--- config.mk ---
export PLATFORM = sky130hd
export DESIGN_NAME = cmd_sequencer
export DESIGN_NICKNAME = d
export VERILOG_FILES = /design/src/rtl/tama_pkg.sv /design/src/rtl/cmd_fifo.sv /design/src/rtl/cmd_sequencer.sv
export SDC_FILE = /design/constraint.sdc
export NUM_CORES = 1
export LEC_CHECK = 0
export CORE_MARGIN = 1.5
export CORE_UTILIZATION = 45
export CTS_CLUSTER_DIAMETER = 120
export DETAILED_ROUTE_END_ITERATION = 16
export HOLD_SLACK_MARGIN = 0.12
export MAX_ROUTING_LAYER = met4
export PLACE_DENSITY = 0.68
export SLEW_MARGIN = 20
export SYNTH_ARGS = -nofsm -noshare
export SYNTH_HDL_FRONTEND = slang
export SYNTH_SLANG_ARGS = --single-unit
--- constraint.sdc ---
create_clock -name clk -period 3.3 [get_ports clk]
set_clock_uncertainty 0.15 [all_clocks]
set_input_delay 0.66 -clock clk [delete_from_list [all_inputs] [get_ports clk]]
set_output_delay 0.66 -clock clk [all_outputs]
set_load 0.02 [all_outputs]
--- src/rtl/tama_pkg.sv ---
// tama_pkg: command codes, sequencer state and button-to-command mapping
// shared by the command path.
package tama_pkg;
    localparam logic [7:0] CMD_EAT   = 8'h65;
    localparam logic [7:0] CMD_PLAY  = 8'h70;
    localparam logic [7:0] CMD_DOC   = 8'h64;
    localparam logic [7:0] CMD_BATH  = 8'h62;
    localparam logic [7:0] CMD_SLEEP = 8'h73;
    localparam logic [7:0] CMD_WAKE  = 8'h77;
    localparam logic [7:0] CMD_NONE  = 8'h00;

    typedef enum logic [1:0] {S_IDLE, S_DRIVE, S_GAP} seq_state_t;
    typedef enum logic {RR_UART, RR_BTN} rr_src_t;

    function automatic logic [7:0] btn_code(input logic [2:0] idx);
        return idx == 3'd0 ? CMD_EAT  :
               idx == 3'd1 ? CMD_PLAY :
               idx == 3'd2 ? CMD_DOC  :
               idx == 3'd3 ? CMD_BATH :
               idx == 3'd4 ? CMD_SLEEP :
               idx == 3'd5 ? CMD_WAKE : CMD_NONE;
    endfunction

    function automatic logic is_cmd(input logic [7:0] b);
        return b inside {CMD_EAT, CMD_PLAY, CMD_DOC, CMD_BATH, CMD_SLEEP, CMD_WAKE};
    endfunction
endpackage

--- src/rtl/cmd_fifo.sv ---
// cmd_fifo: single-clock byte FIFO with registered occupancy; a pop frees
// its slot on the same edge as a push.
module cmd_fifo #(
    parameter int DEPTH = 4
) (
    input  logic       clk,
    input  logic       reset,
    input  logic       wr_en_i,
    input  logic [7:0] wr_data_i,
    input  logic       rd_en_i,
    output logic       full_o,
    output logic       empty_o,
    output logic [7:0] head_o
);
    localparam int AW = $clog2(DEPTH);

    logic [7:0]    mem_q [DEPTH];
    logic [AW-1:0] wp_q, rp_q;
    logic [AW:0]   cnt_q;
    logic          do_wr, do_rd;

    assign full_o  = cnt_q == (AW+1)'(DEPTH);
    assign empty_o = cnt_q == '0;
    assign head_o  = mem_q[rp_q];
    assign do_rd   = rd_en_i && !empty_o;
    assign do_wr   = wr_en_i && (!full_o || do_rd);

    always_ff @(posedge clk or posedge reset) begin
        if (reset) begin
            wp_q  <= '0;
            rp_q  <= '0;
            cnt_q <= '0;
        end else begin
            if (do_wr) wp_q <= wp_q + AW'(1);
            if (do_rd) rp_q <= rp_q + AW'(1);
            cnt_q <= cnt_q + (AW+1)'(do_wr) - (AW+1)'(do_rd);
        end
    end

    always_ff @(posedge clk) begin
        if (do_wr) mem_q[wp_q] <= wr_data_i;
    end
endmodule

--- src/rtl/cmd_sequencer.sv ---
// cmd_sequencer: round-robin UART/button arbiter feeding a command FIFO whose
// entries play out as hold-then-gap pulses. CMD_SEQ_DROP_CNT_EN adds drop_cnt.
module cmd_sequencer
    import tama_pkg::*;
#(
    parameter int HOLD_CYCLES = 4,
    parameter int GAP_CYCLES  = 4,
    parameter int FIFO_DEPTH  = 4
) (
    input  logic       clk,
    input  logic       reset,
    input  logic [7:0] uart_data,
    input  logic       uart_valid,
    output logic       uart_ready,
    input  logic [5:0] btn,
    input  logic       is_sleeping,
    output logic [7:0] cmd_out,
    output logic       busy
`ifdef CMD_SEQ_DROP_CNT_EN
    ,
    output logic [7:0] drop_cnt
`endif
);
    seq_state_t state_q, state_d;
    rr_src_t    rr_q, rr_d;
    logic [7:0] cnt_q, cnt_d, cmd_q, cmd_d, out_q, head, fifo_din;
    logic [5:0] pend_q, pend_d, clr;
    logic [2:0] sel;
    logic       full, empty, pop, btn_req, uart_req, push_uart, push_btn;

    always_comb begin
        sel = '0;
        for (int i = 5; i >= 0; i--) if (pend_q[i]) sel = 3'(i);
    end

    assign btn_req    = |pend_q;
    assign uart_ready = !reset && !full && (!btn_req || rr_q == RR_UART);
    assign uart_req   = uart_valid && is_cmd(uart_data);
    assign push_uart  = uart_req && uart_ready;
    assign push_btn   = btn_req && !full && !push_uart;
    assign fifo_din   = push_uart ? uart_data : btn_code(sel);
    assign clr        = push_btn ? 6'(1) << sel : '0;
    // a pulse on the consuming edge re-arms the bit
    assign pend_d     = (pend_q & ~clr) | btn;
    assign rr_d       = (uart_req && btn_req && !full) ? (rr_q == RR_UART ? RR_BTN : RR_UART) : rr_q;

    cmd_fifo #(.DEPTH(FIFO_DEPTH)) u_fifo (
        .clk      (clk),
        .reset    (reset),
        .wr_en_i  (push_uart || push_btn),
        .wr_data_i(fifo_din),
        .rd_en_i  (pop),
        .full_o   (full),
        .empty_o  (empty),
        .head_o   (head)
    );

    always_comb begin
        state_d = state_q;
        cnt_d   = cnt_q;
        cmd_d   = cmd_q;
        pop     = 1'b0;
        case (state_q)
            S_IDLE: if (!empty) begin
                pop = 1'b1;
                if (!is_sleeping || head == CMD_WAKE) begin
                    cmd_d   = head;
                    cnt_d   = 8'(HOLD_CYCLES - 1);
                    state_d = S_DRIVE;
                end
            end
            S_DRIVE: if (cnt_q == '0) begin
                cmd_d   = CMD_NONE;
                cnt_d   = 8'(GAP_CYCLES - 1);
                state_d = S_GAP;
            end else cnt_d = cnt_q - 8'd1;
            S_GAP: if (cnt_q == '0) state_d = S_IDLE;
                   else cnt_d = cnt_q - 8'd1;
            default: state_d = S_IDLE;
        endcase
    end

    // out_q supplies the second cycle of accept-to-drive latency
    always_ff @(posedge clk or posedge reset) begin
        if (reset) begin
            state_q <= S_IDLE;
            rr_q    <= RR_UART;
            cnt_q   <= '0;
            cmd_q   <= CMD_NONE;
            out_q   <= CMD_NONE;
            pend_q  <= '0;
        end else begin
            state_q <= state_d;
            rr_q    <= rr_d;
            cnt_q   <= cnt_d;
            cmd_q   <= cmd_d;
            out_q   <= cmd_q;
            pend_q  <= pend_d;
        end
    end

    assign cmd_out = out_q;
    assign busy    = state_q != S_IDLE || !empty;

`ifdef CMD_SEQ_DROP_CNT_EN
    logic [7:0] drop_q, drop_d;
    logic [8:0] drop_sum;
    // a pop that leaves the FSM in IDLE is a sleep-filtered discard
    assign drop_sum = {1'b0, drop_q} + 9'(uart_valid && uart_ready && !is_cmd(uart_data))
                    + 9'(pop && state_d == S_IDLE);
    assign drop_d   = drop_sum[8] ? 8'hFF : drop_sum[7:0];

    always_ff @(posedge clk or posedge reset) begin
        if (reset) drop_q <= '0;
        else drop_q <= drop_d;
    end

    assign drop_cnt = drop_q;
`endif
endmodule

Word level (Yosys, flattened, before mapping). Memories as Yosys holds them, arrays and structs flattened. Index checks and enable logic that the tools add are counted.

Bits in registers: 40. Bits in latches: 0. Memory bits (writable): 32. Bits in read-only memories: 0. Bits of input ports: 18. Output and inout bits: 10. Logic and storage cells: 106. Memories kept: 1.

Memories: u_fifo.mem_q (depth 4, bits a word 8, rd ports 1, clocked after memory_dff 0, wr ports 1, line cmd_fifo.sv:17) `logic [7:0] mem_q [DEPTH];`.

Add/sub/neg operators: 5. Multiply operators: 0. Divide/modulo/power cells: 0. Order comparisons: 0. Equal/unequal tests: 20. Shift operators: 1. Muxes and demuxes: 33. Bitwise logic cells: 4. Reduce and logical (&&, ||, !) cells: 33.

Operators by type and width (number): $mux W8 (8); $eq A8 B7 Y1 const B (7); $mux W7 (6); $pmux W8 S3 (1); $mux W3 (6); $pmux W8 S2 (1); $reduce_and A4 Y1 (3); $logic_and A1 B1 Y1 (10); $ne A2 B2 Y1 const B (5); $eq A3 B3 Y1 const B (3); $logic_not A8 Y1 (1); $mux W2 (4); $sub A8 B1 Y8 const B (1); $and A6 B6 Y6 (1); $eq A3 B2 Y1 const B (2); $logic_not A1 Y1 (6); $logic_not A3 Y1 (2); $mux W6 (1); $not A6 Y6 (1); $or A6 B6 Y6 (1); $pmux W2 S3 (1); $reduce_bool A6 Y1 (1); $reduce_or A6 Y1 (1); $shl A1 B3 Y6 const A (1); other kinds (12) (22).

Logic depth before layout (Yosys ltp).
Depth in word-level cells: 14. Mapped depth: 11. Mapped depth without buffers: 11.

Hierarchy. A second synthesis with hierarchy kept.

Cells, all modules: 271. Area total of the unflattened synthesis: 3428.3 um2.

By module, submodules not included: cmd_sequencer (instances 1, cells an instance 192, area each 1836.8 um2, sequential area each 825.8 um2); cmd_fifo (instances 1, cells an instance 79, area each 1591.5 um2, sequential area each 1136.1 um2).

Worst setup path after synthesis. Ideal clock, no wire load.

Path kind: input to register. Start: in uart_data[1]. End: reg u_fifo.cnt_q[2]. Library setup time: 125 ps. Arrival time: 2501 ps. Setup slack: 524 ps. Cell stages on the path: 11. Buffers on the path: 1. Path through: or2_1 -> a311oi_1 -> nand4b_1 -> nor2b_1 -> clkbuf_1 -> inv_1 -> ha_1 -> inv_1 -> fa_1 -> xnor2_1 -> xnor2_1.

Cells in the longest elaborated chain, start to end: 10. Elaborated cells between the ends (all ways): 15. Classes of those cells: add/sub (2); eq/ne (6); reduce/logical (7).

RTL lines: start, declared (line cmd_sequencer.sv:12) `input logic [7:0] uart_data,`; $eq A8 B7 Y1 (line tama_pkg.sv:25) `return b inside {CMD_EAT, CMD_PLAY, CMD_DOC, CMD_BATH, CMD_SLEEP, CMD_WAKE};`; $reduce_bool A6 Y1 * (line tama_pkg.sv:25); $logic_and A1 B1 Y1 * (line cmd_sequencer.sv:38) `assign uart_req = uart_valid && is_cmd(uart_data);`; $logic_and A1 B1 Y1 * (line cmd_sequencer.sv:39) `assign push_uart = uart_req && uart_ready;`; $logic_not A1 Y1 (line cmd_sequencer.sv:40) `assign push_btn = btn_req && !full && !push_uart;`; $logic_and A1 B1 Y1 (line cmd_sequencer.sv:40); $logic_or A1 B1 Y1 * (line cmd_sequencer.sv:50) `.wr_en_i (push_uart || push_btn),`; $logic_and A1 B1 Y1 * (line cmd_fifo.sv:26) `assign do_wr = wr_en_i && (!full_o || do_rd);`; named net u_fifo.do_wr (line cmd_fifo.sv:20) `logic do_wr, do_rd;`; $add A3 B1 Y3 * (line cmd_fifo.sv:36) `cnt_q <= cnt_q + (AW+1)'(do_wr) - (AW+1)'(do_rd);`; $sub A3 B1 Y3 * (line cmd_fifo.sv:36); end signal, assigned (line cmd_fifo.sv:36); end, declared (line cmd_fifo.sv:19) `logic [AW:0] cnt_q;`.

The timed path passes the listed nets; every way through them passes the cells marked *. A chain may end at the register's enable or synchronous reset.

Worst setup path in the final report. Ends and elaborated chain as after synthesis.

==> results.toml <==
[global_route]
grt_max_degree = 33
grt_usage = 0.166
grt_overflow_total = 0
grt_pass1_wl_um = 9450
grt_antenna_before_repair = 0
grt_pass1_vias = 2072

[synth]
ys.flop_type = "dfrtp_1"
synthAdderAreaFrac = 0.0514
synth_most_common_cell = "dfrtp_1"
synth_commonest_cells = "dfrtp_1 (40), edfxtp_1 (32), inv_1 (18)"
avgSynthCellArea_um2 = 13.5
synth_compound_area_frac = 0.123
synth_cell_types = 50
synth_top_family_by_area = "compound AO/OA/AOI/OAI gates"
yosysTopAreaCell = "dfrtp_1"
synthTopCellsByArea = "dfrtp_1 (30%), edfxtp_1 (29%), ha_1 (4.5%)"
yosys.area_share.xor_xnor = 0.0159
synth_area_um2 = 3310
syn_inst = 246
ys_seq_elements = 72
synth_mux_area_frac = 0.0900
synth_edf_count = 32
synth-simple-area-share = 0.0915
synth_top_area_frac = 0.302
ys_warn_count = 0
synth-seq-area-share = 0.593
async_reset_ff_frac = 0.556

[layout]
final_nets = 333
stdcell_count = 406
num_antenna_cells = 0
layout-drive-gt1-share = 0.114
syn_to_final_growth_pct = 20.6

[clock_tree]
cts.sinks = 72
ctsHoldBuffers = 0
cts.clk_slew.worst_paths_ns = 0.08
cts_root_buf = "clkbuf_8"
clockBufferDepth = 2
clock_latency_ns = 0.34
cts_tree = "built"
numCtsBuffers = 9
postCtsResizedCells = 0
cts_setup_buffers = 0
htreeDepth = 3

[timing]
maxSlewHeadroom = 0.666
worstMarginPinSlew_ns = 0.501
max_freq_ghz = 0.349
finalCritPeriodShare = 0.869
finalCriticalPeriod_ns = 2.87
setup_viol = 0
hold_slack_ns = 0.254
grt_setup_unrepaired = "no"
setup_tns_ns = 0
finalHoldViolCount = 0
maxSlewViolCount = 0

[worst_setup_path]
cp_num_buf_inv = 3
cp_top_family = "simple AND/OR/NAND/NOR gates"
start_kind = "primary input"
cp.arrival_ns = 2.97
cp-end-kind = "register"
cp_slowest_cell = "clkdlybuf4s50_1"
max_stage_delay_ns = 0.44
cp_max_fo = 3
cp.required_ns = 3.41
criticalPathCategory = "primary input to register"
crit_chain = "clkdlybuf4s50_1, or2_1, a311oi_1, nand4b_1, nor2b_1, inv_1, ha_1, inv_1, fa_1, xnor2_1, xnor2_1"

[detailed_routing]
highest_layer = "met4"
routedLengthMet1_um = 2540
met3WireLength_um = 165
vias = 2057
drc = 0
first_pass_iters = 4
drtIter0Drc = 40
routed_wl_um = 5640
wl_per_cell_um = 13.9
vias_per_cell = 5.07
dr_wl_met2_um = 2840
ant_nets = 0

[floorplan]
io_pins = 28
die_w_um = 88.8
core-area_um2 = 7180
fp.dieH_um = 88.8
initial_core_util = 0.461
num_rows = 31
die_area_um2 = 7880

[power_and_ir_drop]
p_leak_nw = 1.65
power_density_nw_per_um2 = 923
ir_drop_mv = 0.501

[placement]
dp_hpwl_um = 4130
gp_congestion = 0.793
placedCellCount = 390
portBuffers = 27

[outcome]
status = "finished clean"

[min_path]
hold_class = "register to register"

[job]
maxCapViolCount = 0
routing by layer:
layer  track usage  up-vias
li1              -     1014
met1         0.197     1001
met2         0.274       33
met3        0.0336        9
met4        0.0724        0
met5             -        -
kinds of logic after synthesis:
family	after synthesis
xor gates and xnor gates	6
muxes	18
AOI/OAI and AO/OA	54
and+or+nand+nor	56
other	2
adders and majority gates	13
buffers and inverters	25
DFF	72
worst register-to-register path, cell delays in order (launching register included):
cell and delay (ns):
dfrtp_1 0.55, mux4_2 0.59, nand4bb_1 0.21, o21a_1 0.26, a221oi_4 0.53, o211a_4 0.30, a32o_1 0.17
state kept, by name (all words and copies together), names as in the netlist, 3 cells and up:
signal and count:
pend_q 6, u_fifo.cnt_q 3, u_fifo.mem_q 32, cnt_q 8, cmd_q 8, cmd_out 8
stage by stage:
stage | setup slack (ns) | cell area (um^2) | total power (W) | utilization
5_1_grt | 0.308 | 3990 | 0.00397 | 0.556
4_1_cts | 0.414 | 3990 | 0.00374 | 0.556
3_3_place_gp | 0.146 | 3800 | 0.00298 | 0.529
2_1_floorplan | 0.524 | 3360 | 0.00259 | -
3_5_place_dp | 0.0687 | 3800 | 0.00305 | 0.529
6_report | 0.432 | 3990 | 0.00369 | 0.556
cells in the final DEF, fill, tap and decap left out, types with 3 or more instances in the layout:
master	synthesis	layout
dfrtp_1	40	40
edfxtp_1	32	32
clkdlybuf4s50_1	0	27
inv_1	18	18
conb_1	2	16
nor2_1	14	14
ha_1	12	12
buf_4	0	11
nor2b_1	10	10
a21oi_1	9	9
clkbuf_8	0	9
mux2i_1	8	8
o2bb2ai_1	8	8
o21ai_0	7	7
nand2_1	6	6
o21ai_1	6	6
nor3_1	5	5
nand2b_1	5	5
xnor2_1	5	5
a22o_1	5	5
mux4_2	4	4
mux4_1	4	4
nor4_1	3	3
nand3_1	3	3
a21o_1	3	3
power by group:
group	switching, W	leakage, nW	internal, W	total [W]
Combinational	0.000766	0.783	0.000716	0.00148
Clock	0.000330	0.0968	0.000353	0.000683
Sequential	0.000201	0.771	0.00132	0.00152
layout make-up:
cell class                 instances  area, um^2
sequential                        72        1960
clock inverter                     6        68.8
timing repair buffer              38         353
inverter                          18        67.6
fill                             624        3180
tap                               99         124
multi-input combinational        163        1290
clock buffer                      10         128
final timing paths:
check,startpoint,end,slack (ns),depth (start not counted)
max in group asynchronous,reset,cmd_q[4]$_DFFE_PP0P_,1.81,3
worst min-delay path,cmd_q[4]$_DFFE_PP0P_,cmd_out[4]$_DFF_PP0_,0.25,0
worst min register to register,cmd_q[4]$_DFFE_PP0P_,cmd_out[4]$_DFF_PP0_,0.25,0
min in group asynchronous,reset,pend_q[4]$_DFF_PP0_,0.47,2
worst max register to register,u_fifo.rp_q[0]$_DFFE_PP0P_,cnt_q[4]$_DFFE_PP0P_,0.49,6
worst max-delay path,uart_data[1],u_fifo.cnt_q[2]$_DFF_PP0_,0.43,11
Power figures use the tool's default switching activity.
